File: src/rtl/instr_fetch.sv
// Instruction fetch: single-outstanding memory request FSM feeding a 2-entry {pc, instr} FIFO.
// Optional saturating decode-stall counter on o_stallCnt, enabled by defining FETCH_STALL_CNT_EN.
module instr_fetch #(
  parameter logic [31:0] RESET_PC = 32'h0000_0000
) (
  input  logic        i_clk,
  input  logic        i_rst,
  output logic        o_imemReq,
  output logic [31:0] o_imemAddr,
  input  logic        i_imemAck,
  input  logic [31:0] i_imemData,
  output logic        o_valid,
  output logic [31:0] o_instr,
  output logic [31:0] o_pc,
  input  logic        i_ready,
  input  logic        i_redirect,
  input  logic [31:0] i_redirectPc
`ifdef FETCH_STALL_CNT_EN
  ,
  output logic [31:0] o_stallCnt
`endif
);

  localparam logic [31:0] PC0 = {RESET_PC[31:2], 2'b00};

  typedef enum logic [1:0] {IDLE, REQ, WAIT, FLUSH} state_t;

  state_t      state_q, state_d;
  logic [31:0] pc_q, pc_d;
  logic [1:0]  cnt_q, cnt_d;
  logic [31:0] pc0_q, pc0_d, ins0_q, ins0_d;
  logic [31:0] pc1_q, pc1_d, ins1_q, ins1_d;

  logic pop, push, outstanding;
  logic [1:0] occ_pop;
  logic unused_ok;

  assign unused_ok = ^i_redirectPc[1:0];

  assign pop     = (cnt_q != 2'd0) & i_ready;
  assign push    = (state_q == WAIT) & i_imemAck & ~i_redirect;
  assign occ_pop = cnt_q - {1'b0, pop};
  // A request issued this cycle (REQ) or still unanswered must have its ack swallowed.
  assign outstanding = (state_q == REQ) |
                       (((state_q == WAIT) | (state_q == FLUSH)) & ~i_imemAck);

  always_comb begin
    state_d = state_q;
    pc_d    = pc_q;
    cnt_d   = cnt_q;
    pc0_d   = pc0_q;
    ins0_d  = ins0_q;
    pc1_d   = pc1_q;
    ins1_d  = ins1_q;
    if (i_redirect) begin
      cnt_d   = 2'd0;
      pc_d    = {i_redirectPc[31:2], 2'b00};
      state_d = outstanding ? FLUSH : REQ;
    end else begin
      case ({push, pop})
        2'b01: begin
          pc0_d  = pc1_q;
          ins0_d = ins1_q;
          cnt_d  = cnt_q - 2'd1;
        end
        2'b10: begin
          if (cnt_q == 2'd0) begin
            pc0_d  = pc_q;
            ins0_d = i_imemData;
          end else begin
            pc1_d  = pc_q;
            ins1_d = i_imemData;
          end
          cnt_d = cnt_q + 2'd1;
        end
        2'b11: begin
          if (cnt_q == 2'd1) begin
            pc0_d  = pc_q;
            ins0_d = i_imemData;
          end else begin
            pc0_d  = pc1_q;
            ins0_d = ins1_q;
            pc1_d  = pc_q;
            ins1_d = i_imemData;
          end
        end
        default: ;
      endcase
      case (state_q)
        IDLE:  if (occ_pop < 2'd2) state_d = REQ;
        REQ:   state_d = WAIT;
        WAIT:  if (i_imemAck) begin
                 pc_d    = pc_q + 32'd4;
                 state_d = (cnt_d < 2'd2) ? REQ : IDLE;
               end
        FLUSH: if (i_imemAck) state_d = REQ;
        default: state_d = IDLE;
      endcase
    end
  end

  always_ff @(posedge i_clk or posedge i_rst) begin
    if (i_rst) begin
      state_q <= IDLE;
      pc_q    <= PC0;
      cnt_q   <= 2'd0;
      pc0_q   <= '0;
      ins0_q  <= '0;
      pc1_q   <= '0;
      ins1_q  <= '0;
    end else begin
      state_q <= state_d;
      pc_q    <= pc_d;
      cnt_q   <= cnt_d;
      pc0_q   <= pc0_d;
      ins0_q  <= ins0_d;
      pc1_q   <= pc1_d;
      ins1_q  <= ins1_d;
    end
  end

  assign o_imemReq  = (state_q == REQ);
  assign o_imemAddr = pc_q;
  assign o_valid    = (cnt_q != 2'd0);
  assign o_instr    = o_valid ? ins0_q : 32'd0;
  assign o_pc       = o_valid ? pc0_q  : 32'd0;

`ifdef FETCH_STALL_CNT_EN
  logic [31:0] stall_q;
  always_ff @(posedge i_clk or posedge i_rst) begin
    if (i_rst)                                  stall_q <= '0;
    else if (o_valid && !i_ready && !(&stall_q)) stall_q <= stall_q + 32'd1;
  end
  assign o_stallCnt = stall_q;
`endif

endmodule

File: config.mk
export PLATFORM = sky130hd
export DESIGN_NAME = instr_fetch
export DESIGN_NICKNAME = d
export VERILOG_FILES = /design/src/rtl/instr_fetch.sv
export SDC_FILE = /design/constraint.sdc
export NUM_CORES = 1
export LEC_CHECK = 0
export ABC_AREA = 1
export ABC_CLOCK_PERIOD_IN_PS = 6510
export CAP_MARGIN = 15
export CORE_MARGIN = 2
export CORE_UTILIZATION = 53
export CTS_CLUSTER_DIAMETER = 60
export DETAILED_ROUTE_END_ITERATION = 10
export PLACE_DENSITY = 0.81
export SYNTH_ARGS = -nofsm -noshare
export SYNTH_HDL_FRONTEND = slang
export SYNTH_SLANG_ARGS = --single-unit
File: constraint.sdc
create_clock -name i_clk -period 6.51 [get_ports i_clk]
set_input_delay 0.651 -clock i_clk [delete_from_list [all_inputs] [get_ports i_clk]]
set_output_delay 0.651 -clock i_clk [all_outputs]
set_load 0.1 [all_outputs]
# Yosys cells after proc, flatten, opt, wreduce, memory -nomap -nowiden
# Cells that the tools add are included.
[totals] word_cells=72 output_inout_bits=98 ff_bits=164
[op_classes] eq_ne=13 n_lt_le_gt_ge=2 addsub=4 n_mux=27 reduce_logical=11 n_bitwise=8
[ops] op="32-bit 2-to-1 mux" count=13
[ops] op="32-bit case mux with 3 select lines" count=2
[ops] op="32-bit case mux with 2 select lines" count=2
[ops] op="32-bit by 3-bit adder with 32-bit output (second input constant)" count=1
[ops] op="2-bit 2-to-1 mux" count=7
[ops] op="3-bit inequality test (second input constant)" count=3
[ops] op="2-bit == test (second input constant)" count=4
[ops] op="2-bit case mux with 4 select lines" count=1
[ops] op="2-bit nonzero test" count=4
[ops] op="2-bit by 1-bit == test with 1-bit output (second input constant)" count=3
[ops] op="2-bit inequality test (second input constant)" count=3
[ops] op="3-bit AND reduction" count=2
[ops] op="1-bit bitwise AND" count=4
[ops] op="2-bit zero test" count=2
[ops] op="2-bit < comparator (second input constant)" count=2
[ops] op="2-bit case mux with 2 select lines" count=1
[ops] op="4-bit AND reduction" count=1
[ops] op="3-bit nonzero test" count=1
[ops] op="2-bit by 1-bit adder with 2-bit output (second input constant)" count=1
[ops] op="1-bit inverter" count=2
[ops] op="1-bit OR" count=2
[ops] op="2-bit AND reduction" count=1
[ops] op="2-bit by 1-bit subtractor with 2-bit output" count=1
[ops] op="2-bit by 1-bit subtractor with 2-bit output (second input constant)" count=1
[ops] op="1-bit 2-to-1 mux" count=1

# Logic depth before layout (Yosys ltp)
# Gate-level depths: netlist of run 1.
[logic_depth] ltp_word=11 ltp_mapped=13

# Worst setup path before layout of run 1
# No wires, ideal clock.
[synth_timing] path_kind="register to output" startpoint="reg cnt_q[0]" endpoint="out o_pc[1]" arrival_time_ns=2.793 t_required_ns=5.859 stages_incl_launch_ff=7 path_slack_ns=3.066 path_cell_list="dfrtp_1 -> inv_1 -> ha_1 -> buf_2 -> buf_1 -> nor2_1 -> buf_4"
[synth_via] elab_chain_cells=2
[synth_rtl] element="start: declaration" line="30" text="logic [1:0] cnt_q, cnt_d;"
[synth_rtl] element="start signal: assignment" line="114" text="cnt_q <= cnt_d;"
[synth_rtl] element="2-bit nonzero test" line="124" text="assign o_valid = (cnt_q != 2'd0);"
[synth_rtl] element="32-bit 2-to-1 mux" line="126" text="assign o_pc = o_valid ? pc0_q : 32'd0;"
[synth_rtl] element="end: declaration" line="14" text="output logic [31:0] o_pc,"
# No other way between the ends.

# Final worst setup path of run 1
[layout_timing] startpoint="reg cnt_q[0]" endpoint="out o_pc[0]"
# Same word-level chain as after synthesis.

==> results of run 1 <==
metal layers:
layer,share of wire [%],vias up,global-route usage (%)
li1,-,3722,-
met1,46,3526,36.14
met2,46,293,39.88
met3,6.7,30,5.401
met4,1.4,0,7.005
met5,0,-,0
worst max-delay path, delay by kind of cell, from the launching register on:
family / cells / cell delay [ns]
buffers and inverters: 3 / 1.50
adder cells (fa/ha/maj): 1 / 0.78
flip-flops: 1 / 0.43
AND/OR/NAND/NOR: 1 / 0.10
synthesized netlist by cell type (2+ instances only):
cell / instances
nand2_1: 224
inv_1: 214
dfrtp_1: 159
nor2_1: 119
o22ai_1: 62
o21ai_0: 60
o21ai_2: 49
nand3_1: 43
nand2_2: 40
o21ai_1: 33
buf_2: 22
clkbuf_1: 9
a21oi_1: 8
xor2_1: 8
buf_1: 7
buf_6: 7
ha_1: 6
nor3_1: 6
buf_12: 4
buf_4: 4
o211ai_1: 4
inv_2: 3
nand4_1: 3
nor2_4: 2
o21bai_1: 2
cell families (layout without fill, tap and decap cells):
| family | count (synthesis) | in the layout | share of synthesized area [%] |
|---|---|---|---|
| fa+ha+maj | 6 | 6 | 0.8750 |
| simple gates | 440 | 440 | 21.55 |
| xor+xnor | 8 | 8 | 0.8167 |
| compound gates | 223 | 223 | 16.42 |
| flops | 159 | 159 | 46.38 |
| buf+inv | 272 | 418 | 13.91 |
| other cells | 1 | 2 | 0.04371 |
registers in the layout (all words and copies together), names as in the netlist:
name	cells
ins0_q	32
o_imemAddr	30
state_q	2
cnt_q	2
ins1_q	32
pc0_q	31
pc1_q	30
path summary, 6_finish.rpt:
check                                            from                    endpoint  slack, ns
worst max-delay path             cnt_q[0]$_DFFE_PP0P_                     o_pc[0]       2.61
worst min-delay path            pc1_q[13]$_DFFE_PP0P_       pc1_q[13]$_DFFE_PP0P_       0.49
worst max register to register   cnt_q[0]$_DFFE_PP0P_      ins1_q[14]$_DFFE_PP0P_       2.80
worst min register to register  pc1_q[13]$_DFFE_PP0P_       pc1_q[13]$_DFFE_PP0P_       0.49
max in group asynchronous                       i_rst  o_imemAddr[22]$_DFFE_PP0P_       4.42
min in group asynchronous                       i_rst      ins0_q[12]$_DFFE_PP0P_       0.84
per-stage QoR:
step	instance area (sq um)	hold slack (ns)	utilization [%]	setup WS, ns
final	10850	0.4877	68.52	2.608
after global routing	10850	0.5129	68.52	2.432
after CTS	10850	0.4889	68.52	2.576
after detailed placement	10190	0.4732	64.37	2.676
after global placement	10190	0.4658	64.37	2.771
after floorplan	8583	0.4530	-	1.567
layout by cell type (no fill, tap or decap), types with 8 or more instances in the layout:
cell / count
nand2_2: 40
inv_1: 213
o21ai_2: 48
nor2_1: 119
o22ai_1: 62
xor2_1: 8
clkbuf_16: 17
clkdlybuf4s50_1: 162
nand2_1: 224
nand3_1: 43
o21ai_0: 60
o21ai_1: 33
dfrtp_1: 159
report_power, final:
group,internal (mW),switching (mW)
Sequential,1.36,0.189
Clock,0.710,0.388
Combinational,0.513,1.13
layout make-up:
type                    count  area [sq um]
clock buffers              22         474.2
clock inverters            10         182.7
fillers                  1332          4982
inverters                 217         824.5
multi-input cells         679          3441
flip-flops and latches    159          3979
well taps                 216         270.3
repair buffers            169          1674
==> results_dict.tcl, run 1 <==
set metrics [dict create \
    netlist_area_sq_um 8579 \
    post_cts_resized 0 \
    powerDensity_nw_per_um2 395.6 \
    cts_tree "yes" \
    cts_root_buf "clkbuf_16" \
    final.min_clock_period_ns 3.902 \
    dp.cells 1440 \
    holdPathStages 2 \
    postCtsSetupBuffers 0 \
    drt_pass1_iterations 5 \
    drt-total-wl_microns 21480 \
    yosysWarningCount 0 \
    grt.total_usage_pct 25.47 \
    drive_above_1_share_pct 10.91 \
    dieArea_sq_um 17220 \
    setup_viol 0 \
    criticalPathCategory "flop to output port" \
    vdd_drop_max_mv 0.2152 \
    grt_pass1_vias 7283 \
    vias_per_cell 5.143 \
    synth-seq-cells 159 \
    syn2layout_area_growth_pct 26.41 \
    grt_antenna_before_repair 0 \
    synthArstFlopShare_pct 100.0 \
    fin_skew_ns 0.008297 \
    ios 167 \
    synth_area_leaders "dfrtp_1 (46%), nand2_1 (9.8%), inv_1 (9.4%), nor2_1 (5.2%), o21ai_2 (5.0%)" \
    htreeDepth 4 \
    cts_buffer_depth 2 \
    p_total_mw 4.291 \
    cp-start-kind "flop" \
    cp_slowest_cell "clkdlybuf4s50_1" \
    status "finished clean" \
    clk_pin_slew_ns 0.06 \
    grt_pass1_wl_microns 35820 \
    end_kind "output port" \
    clkSinkCount 159 \
    crit_fanout 43 \
    gp_congestion 0.8851 \
    tns_ns 0 \
    syn_inst 1109 \
    cts_hold_buf 0 \
    routedWlPerCell_microns 14.59 \
    die_x_microns 131.2 \
    diodes 0 \
    fmax_mhz 256.3 \
    fin_crit_sh_pct 59.93 \
    num_vias 7571 \
    critPathMaxStageDelay_ns 0.97 \
    synth_top_area_share_pct 46.38 \
    overflow 0 \
    synthFlopType "dfrtp_1" \
    fin_cells 1472 \
    worst_ep_arrival_time_ns 3.25 \
    numCtsBuffers 17 \
    leakage_nw 4.982 \
    dieHeight_microns 131.2 \
    hp-class "flop to flop" \
    core_area_sq_um 15830 \
    dp_hpwl_microns 14170 \
    drc_errors 0 \
    grt_max_degree 125 \
    maxCapViolCount 0 \
    worstMarginPinSlew_ns 1.102 \
    clock_latency_ns 0.42 \
    io_buffer_count 162 \
    synth_area_per_cell_sq_um 7.736 \
    critical_path_required_ns 5.86 \
    antenna_left 0 \
    final_max_slew_viol_count 0 \
    synth_enable_flop_cells 0 \
    ys_seq_area_share_pct 46.38 \
    drt-initial-drc-count 497 \
    row_count 46 \
    finalHoldViolCount 0 \
    fin_nets 1318 \
    ys_types 36 \
    initial_core_util_pct 54.21 \
    slew_headroom_pct 26.54 \
    reg2reg_depth 9 \
    crit_chain "inv_1 > ha_2 > buf_4 > nor2_1 > clkdlybuf4s50_1" \
    synth_top_cell_by_area "dfrtp_1" \
    rsz0062_at_grt "false" \
]
(Power assumes the default switching activity.)
==> run 2, diff against run 1 <==
--- a/config.mk
+++ b/config.mk
@@ -6,13 +6,13 @@
 export NUM_CORES = 1
 export LEC_CHECK = 0
 export ABC_AREA = 1
-export ABC_CLOCK_PERIOD_IN_PS = 6510
+export ABC_CLOCK_PERIOD_IN_PS = 3100
 export CAP_MARGIN = 15
 export CORE_MARGIN = 2
-export CORE_UTILIZATION = 53
+export CORE_UTILIZATION = 48
 export CTS_CLUSTER_DIAMETER = 60
 export DETAILED_ROUTE_END_ITERATION = 10
-export PLACE_DENSITY = 0.81
+export PLACE_DENSITY = 0.78
 export SYNTH_ARGS = -nofsm -noshare
 export SYNTH_HDL_FRONTEND = slang
 export SYNTH_SLANG_ARGS = --single-unit
==> constraint.sdc (replaced) <==
create_clock -name i_clk -period 3.1 [get_ports i_clk]
set_input_delay 0.31 -clock i_clk [delete_from_list [all_inputs] [get_ports i_clk]]
set_output_delay 0.31 -clock i_clk [all_outputs]
set_load 0.1 [all_outputs]
==> results_dict.tcl, run 2 (same netlist as run 1, synthesis figures left out) <==
set metrics [dict create \
    place_area_sq_um 10140 \
    drive_above_1_share_pct 19.32 \
    gp_congestion 0.9145 \
    netSwitchingFraction_pct 40.70 \
    worstMarginPinSlew_ns 0.7050 \
    cp_common_cell "inv_1" \
    worst_ep_arrival_time_ns 2.88 \
    finalHoldViolCount 0 \
    fin_skew_ns 0.009571 \
    numCtsBuffers 17 \
    core_area_sq_um 17360 \
    fmax_mhz 387.2 \
    row_count 48 \
    setup_slack_ns 0.5176 \
    final_max_slew_viol_count 0 \
    fin_nets 1330 \
    final_util_pct 61.79 \
    io_buffer_count 162 \
    whs_ns 0.3802 \
    criticalPathCategory "flop to flop" \
    initial_core_util_pct 49.43 \
    critPathMaxStageDelay_ns 0.40 \
    powerDensity_nw_per_um2 815.9 \
    cts_tree "yes" \
    cp-start-kind "flop" \
    grt_antenna_before_repair 0 \
    vias_per_cell 5.003 \
    tns_ns 0 \
    dp.cells 1461 \
    drt-initial-drc-count 443 \
    dp_hpwl_microns 15070 \
    dieHeight_microns 137.7 \
    hp-class "primary input to async pin" \
    clk_pin_slew_ns 0.06 \
    slew_headroom_pct 53.00 \
    overflow 0 \
    drt-total-wl_microns 21300 \
    top_regs "ins0_q (32), ins1_q (32), pc0_q (31)" \
    p_total_mw 8.750 \
    routedWlPerCell_microns 14.27 \
    num_vias 7470 \
    p_int_mw 5.188 \
    fin_cells 1493 \
    die_x_microns 137.7 \
    crit_fanout 21 \
    grt.total_usage_pct 23.61 \
    maxCapViolCount 0 \
    cts_root_buf "clkbuf_16" \
    rsz0062_at_grt "false" \
    postCtsSetupBuffers 0 \
    drc_errors 0 \
    cts_hold_buf 0 \
    layout_commonest_cell "nand2_1" \
    crit_chain "inv_1 > ha_2 > inv_1 > nand2_1 > inv_1 > ha_1 > nand2_1 > o21ai_4 > buf_4 > o22ai_1 > nand2_2 > o21ai_2" \
    htreeDepth 4 \
    ios 167 \
    vdd_drop_max_mv 0.4399 \
    grt_pass1_vias 7007 \
    drt_pass1_iterations 5 \
    p_seq_share_pct 37.2 \
    diodes 0 \
    layout_common_cells "nand2_1 (224), inv_1 (213), dfrtp_1 (159), nor2_1 (118), buf_4 (108)" \
    end_kind "flop" \
    fillers 1522 \
    fin_crit_sh_pct 83.30 \
    status "finished clean" \
    critical_path_required_ns 3.39 \
    leakage_nw 5.206 \
    path_delay_family "buffers and inverters" \
    setup_viol 0 \
    p_comb_share_pct 39.0 \
    path_buf_inv 4 \
    clock_power_share_pct 23.8 \
    cp_slowest_cell "dfrtp_1" \
    grt_pass1_wl_microns 34860 \
    final.min_clock_period_ns 2.582 \
    power.switching_mw 3.561 \
    dieArea_sq_um 18960 \
    clock_latency_ns 0.42 \
    clkSinkCount 159 \
    antenna_left 0 \
    grt_max_degree 106 \
    pre_cts_slack_ns 0.2588 \
    cts_buffer_depth 2 \
    final_area_sq_um 10720 \
    post_cts_resized 0 \
    syn2layout_area_growth_pct 25.00 \
]
[run 2: power groups by stage]
stage	Clock [mW]	Combinational, mW	Sequential, mW
6_report	2.08	3.42	3.26
5_1_grt	2.22	3.78	3.35
4_1_cts	2.11	3.45	3.25
3_5_place_dp	0	3.43	3.28
3_3_place_gp	0	3.35	3.24
2_1_floorplan	0	2.37	3.61
[run 2: path summary, 6_finish.rpt]
kind,start,endpoint,slack [ns],depth (start not counted)
worst min register to register,pc1_q[10]$_DFFE_PP0P_,pc1_q[10]$_DFFE_PP0P_,0.48,2
max in group asynchronous,i_rst,ins0_q[1]$_DFFE_PP0P_,2.13,3
worst max-delay path,cnt_q[0]$_DFFE_PP0P_,ins0_q[17]$_DFFE_PP0P_,0.52,12
worst max register to register,cnt_q[0]$_DFFE_PP0P_,ins0_q[17]$_DFFE_PP0P_,0.52,12
min in group i_clk,i_imemData[29],ins1_q[29]$_DFFE_PP0P_,0.46,3
worst min-delay path,i_rst,ins0_q[23]$_DFFE_PP0P_,0.38,3
[run 2: routing by layer]
metal / global-route usage [%] / vias to the layer above / wire length, microns
li1: - / 3750 / -
met1: 32.11 / 3475 / 9690
met2: 38.34 / 226 / 10040
met3: 4.783 / 19 / 1315
met4: 6.973 / 0 / 260
met5: 0 / - / 0
[run 2: cell type report]
cell class / instances / area (sq um) / share of cell area [%]
clock buffers: 23 / 478.0 / 4.457
repair buffers: 181 / 1612 / 15.03
inverters: 217 / 823.3 / 7.677
well taps: 225 / 281.5 / 2.625
clock inverters: 9 / 107.6 / 1.003
flip-flops and latches: 159 / 3979 / 37.10
multi-input cells: 679 / 3443 / 32.11
[run 2: worst register-to-register path, cell delays in order, from the launching register on]
cell     delay (ns)
dfrtp_1        0.40
inv_1          0.08
ha_2           0.19
inv_1          0.10
nand2_1        0.13
inv_1          0.13
ha_1           0.36
nand2_1        0.21
o21ai_4        0.23
buf_4          0.35
o22ai_1        0.13
nand2_2        0.09
o21ai_2        0.05
==> run 3, diff against run 2 <==
--- a/config.mk
+++ b/config.mk
@@ -6,13 +6,13 @@
 export NUM_CORES = 1
 export LEC_CHECK = 0
 export ABC_AREA = 1
-export ABC_CLOCK_PERIOD_IN_PS = 3100
+export ABC_CLOCK_PERIOD_IN_PS = 2500
 export CAP_MARGIN = 15
 export CORE_MARGIN = 2
-export CORE_UTILIZATION = 48
+export CORE_UTILIZATION = 53
 export CTS_CLUSTER_DIAMETER = 60
 export DETAILED_ROUTE_END_ITERATION = 10
-export PLACE_DENSITY = 0.78
+export PLACE_DENSITY = 0.81
 export SYNTH_ARGS = -nofsm -noshare
 export SYNTH_HDL_FRONTEND = slang
 export SYNTH_SLANG_ARGS = --single-unit
==> constraint.sdc (replaced) <==
create_clock -name i_clk -period 2.5 [get_ports i_clk]
set_input_delay 0.25 -clock i_clk [delete_from_list [all_inputs] [get_ports i_clk]]
set_output_delay 0.25 -clock i_clk [all_outputs]
set_load 0.1 [all_outputs]
==> results_dict.tcl, run 3 (same netlist as run 1, synthesis figures left out) <==
set metrics [dict create \
    syn2layout_area_growth_pct 32.01 \
    p_total_mw 11.25 \
    power.switching_mw 4.591 \
    dieArea_sq_um 17220 \
    fmax_mhz 434.8 \
    drive_above_1_share_pct 20.98 \
    clkSinkCount 159 \
    layout_commonest_cell "nand2_1" \
    worstMarginPinSlew_ns 0.5749 \
    cts_buffer_depth 2 \
    num_vias 7781 \
    gp_congestion 0.9148 \
    grt_pass1_vias 7545 \
    end_kind "output port" \
    htreeDepth 4 \
    status "finished clean" \
    powerDensity_nw_per_um2 993.0 \
    finalHoldViolCount 0 \
    die_x_microns 131.2 \
    clk_pin_slew_ns 0.06 \
    leakage_nw 5.321 \
    cts_root_buf "clkbuf_16" \
    maxCapViolCount 0 \
    drt-total-wl_microns 22500 \
    dieHeight_microns 131.2 \
    dp_hpwl_microns 15380 \
    vias_per_cell 5.243 \
    row_count 46 \
    final_max_slew_viol_count 0 \
    grt.total_usage_pct 26.84 \
    clock_power_share_pct 23.8 \
    hp-class "primary input to async pin" \
    drt_pass1_iterations 6 \
    p_int_mw 6.656 \
    critical_path_required_ns 2.25 \
    io_buffer_count 162 \
    layout_common_cells "nand2_1 (223), inv_1 (212), dfrtp_1 (159), nor2_1 (103), buf_4 (67)" \
    overflow 0 \
    cts_tree "yes" \
    antenna_left 0 \
    p_comb_share_pct 40.1 \
    drt-initial-drc-count 644 \
    whs_ns 0.3051 \
    routedWlPerCell_microns 15.16 \
    setup_viol 0 \
    multi_input_area_sq_um 3493 \
    initial_core_util_pct 54.21 \
    cts_hold_buf 0 \
    ios 167 \
    diodes 0 \
    rsz0062_at_grt "false" \
    grt_antenna_before_repair 0 \
    grt_max_degree 99 \
    criticalPathCategory "flop to output port" \
    crit_fanout 36 \
    fin_crit_sh_pct 92.00 \
    final.min_clock_period_ns 2.300 \
    reg2reg_depth 12 \
    slew_headroom_pct 61.68 \
    grt_pass1_wl_microns 37370 \
    fin_nets 1331 \
    numCtsBuffers 17 \
    cp-start-kind "flop" \
    top_regs "ins0_q (32), ins1_q (32), pc0_q (31)" \
    fillers 1217 \
    worst_ep_arrival_time_ns 2.05 \
    clock_latency_ns 0.43 \
    postCtsSetupBuffers 0 \
    vdd_drop_max_mv 0.6689 \
    drc_errors 0 \
    fin_skew_ns 0.006380 \
    netSwitchingFraction_pct 40.82 \
    p_seq_share_pct 36.1 \
    core_area_sq_um 15830 \
    layout.area.seq_sq_um 3979 \
]
## run 3: cell count changes in the layout (fill, tap and decap cells not counted), moves of 14 or more
cell,previous run,this run
buf_12,7,48
nor2_1,118,103
buf_4,108,67
nor2_2,2,16
## run 3: final cells by class
type	instances	area share, %
inverters	217	7.302
clock buffers	21	4.154
flip-flops and latches	159	35.13
clock inverters	10	1.204
repair buffers	182	18.98
well taps	216	2.386
multi-input cells	679	30.84
## run 3: what timing repair did
action / 4_1_cts / 5_1_grt
endpoints found under the setup margin: 0 / 10
resized for setup: 0 / 1
endpoints found under the hold margin: 0 / 0
## run 3: worst paths after layout
path,from,endpoint,slack [ns]
setup / recovery,cnt_q[0]$_DFFE_PP0P_,o_pc[9],0.20
hold / removal,i_rst,ins0_q[23]$_DFFE_PP0P_,0.31
setup reg to reg,cnt_q[0]$_DFFE_PP0P_,pc0_q[16]$_DFFE_PP0P_,0.21
hold reg to reg,pc1_q[25]$_DFFE_PP0P_,pc1_q[25]$_DFFE_PP0P_,0.49
max in group asynchronous,i_rst,o_imemAddr[16]$_DFFE_PP0P_,1.68
min in group i_clk,i_redirectPc[6],o_imemAddr[6]$_DFFE_PP0P_,0.36
## run 3: per-layer routing
| metal | up-vias | track usage [%] | wire (microns) | part of all wire (%) |
|---|---|---|---|---|
| li1 | 3750 | - | - | - |
| met1 | 3660 | 36.41 | 9683 | 43 |
| met2 | 332 | 43.89 | 10810 | 48 |
| met3 | 39 | 4.398 | 1498 | 6.7 |
| met4 | 0 | 9.541 | 508 | 2.3 |
| met5 | - | 0 | 0 | 0 |
## run 3: power groups by stage
stage / Sequential (mW) / Combinational [mW] / Clock [mW]
floorplan: 4.48 / 2.98 / 0
global placement: 4.03 / 4.34 / 0
detailed placement: 4.08 / 4.48 / 0
CTS: 4.05 / 4.52 / 2.71
global route: 4.16 / 4.94 / 2.82
finish: 4.06 / 4.51 / 2.68
## run 3: stage by stage
| step | instance area (sq um) | TNS, ns | worst slack, ns | utilization (%) | std cells |
|---|---|---|---|---|---|
| 6_report | 11330 | 0 | 0.2001 | 71.56 | 1484 |
| 5_1_grt | 11330 | 0 | 0.02996 | 71.56 | 1484 |
| 4_1_cts | 11300 | 0 | 0.1317 | 71.38 | 1483 |
| 3_5_place_dp | 10690 | 0 | 0.1418 | 67.55 | 1452 |
| 3_3_place_gp | 10690 | 0 | 0.1661 | 67.55 | 1452 |
| 2_1_floorplan | 8648 | -4.419 | -0.1019 | - | 1110 |
## run 3: critical path: stages (launching register included)
cell and delay (ns):
dfrtp_1 0.42, inv_1 0.10, ha_2 0.23, buf_4 0.43
nor2_1 0.21, buf_12 0.21
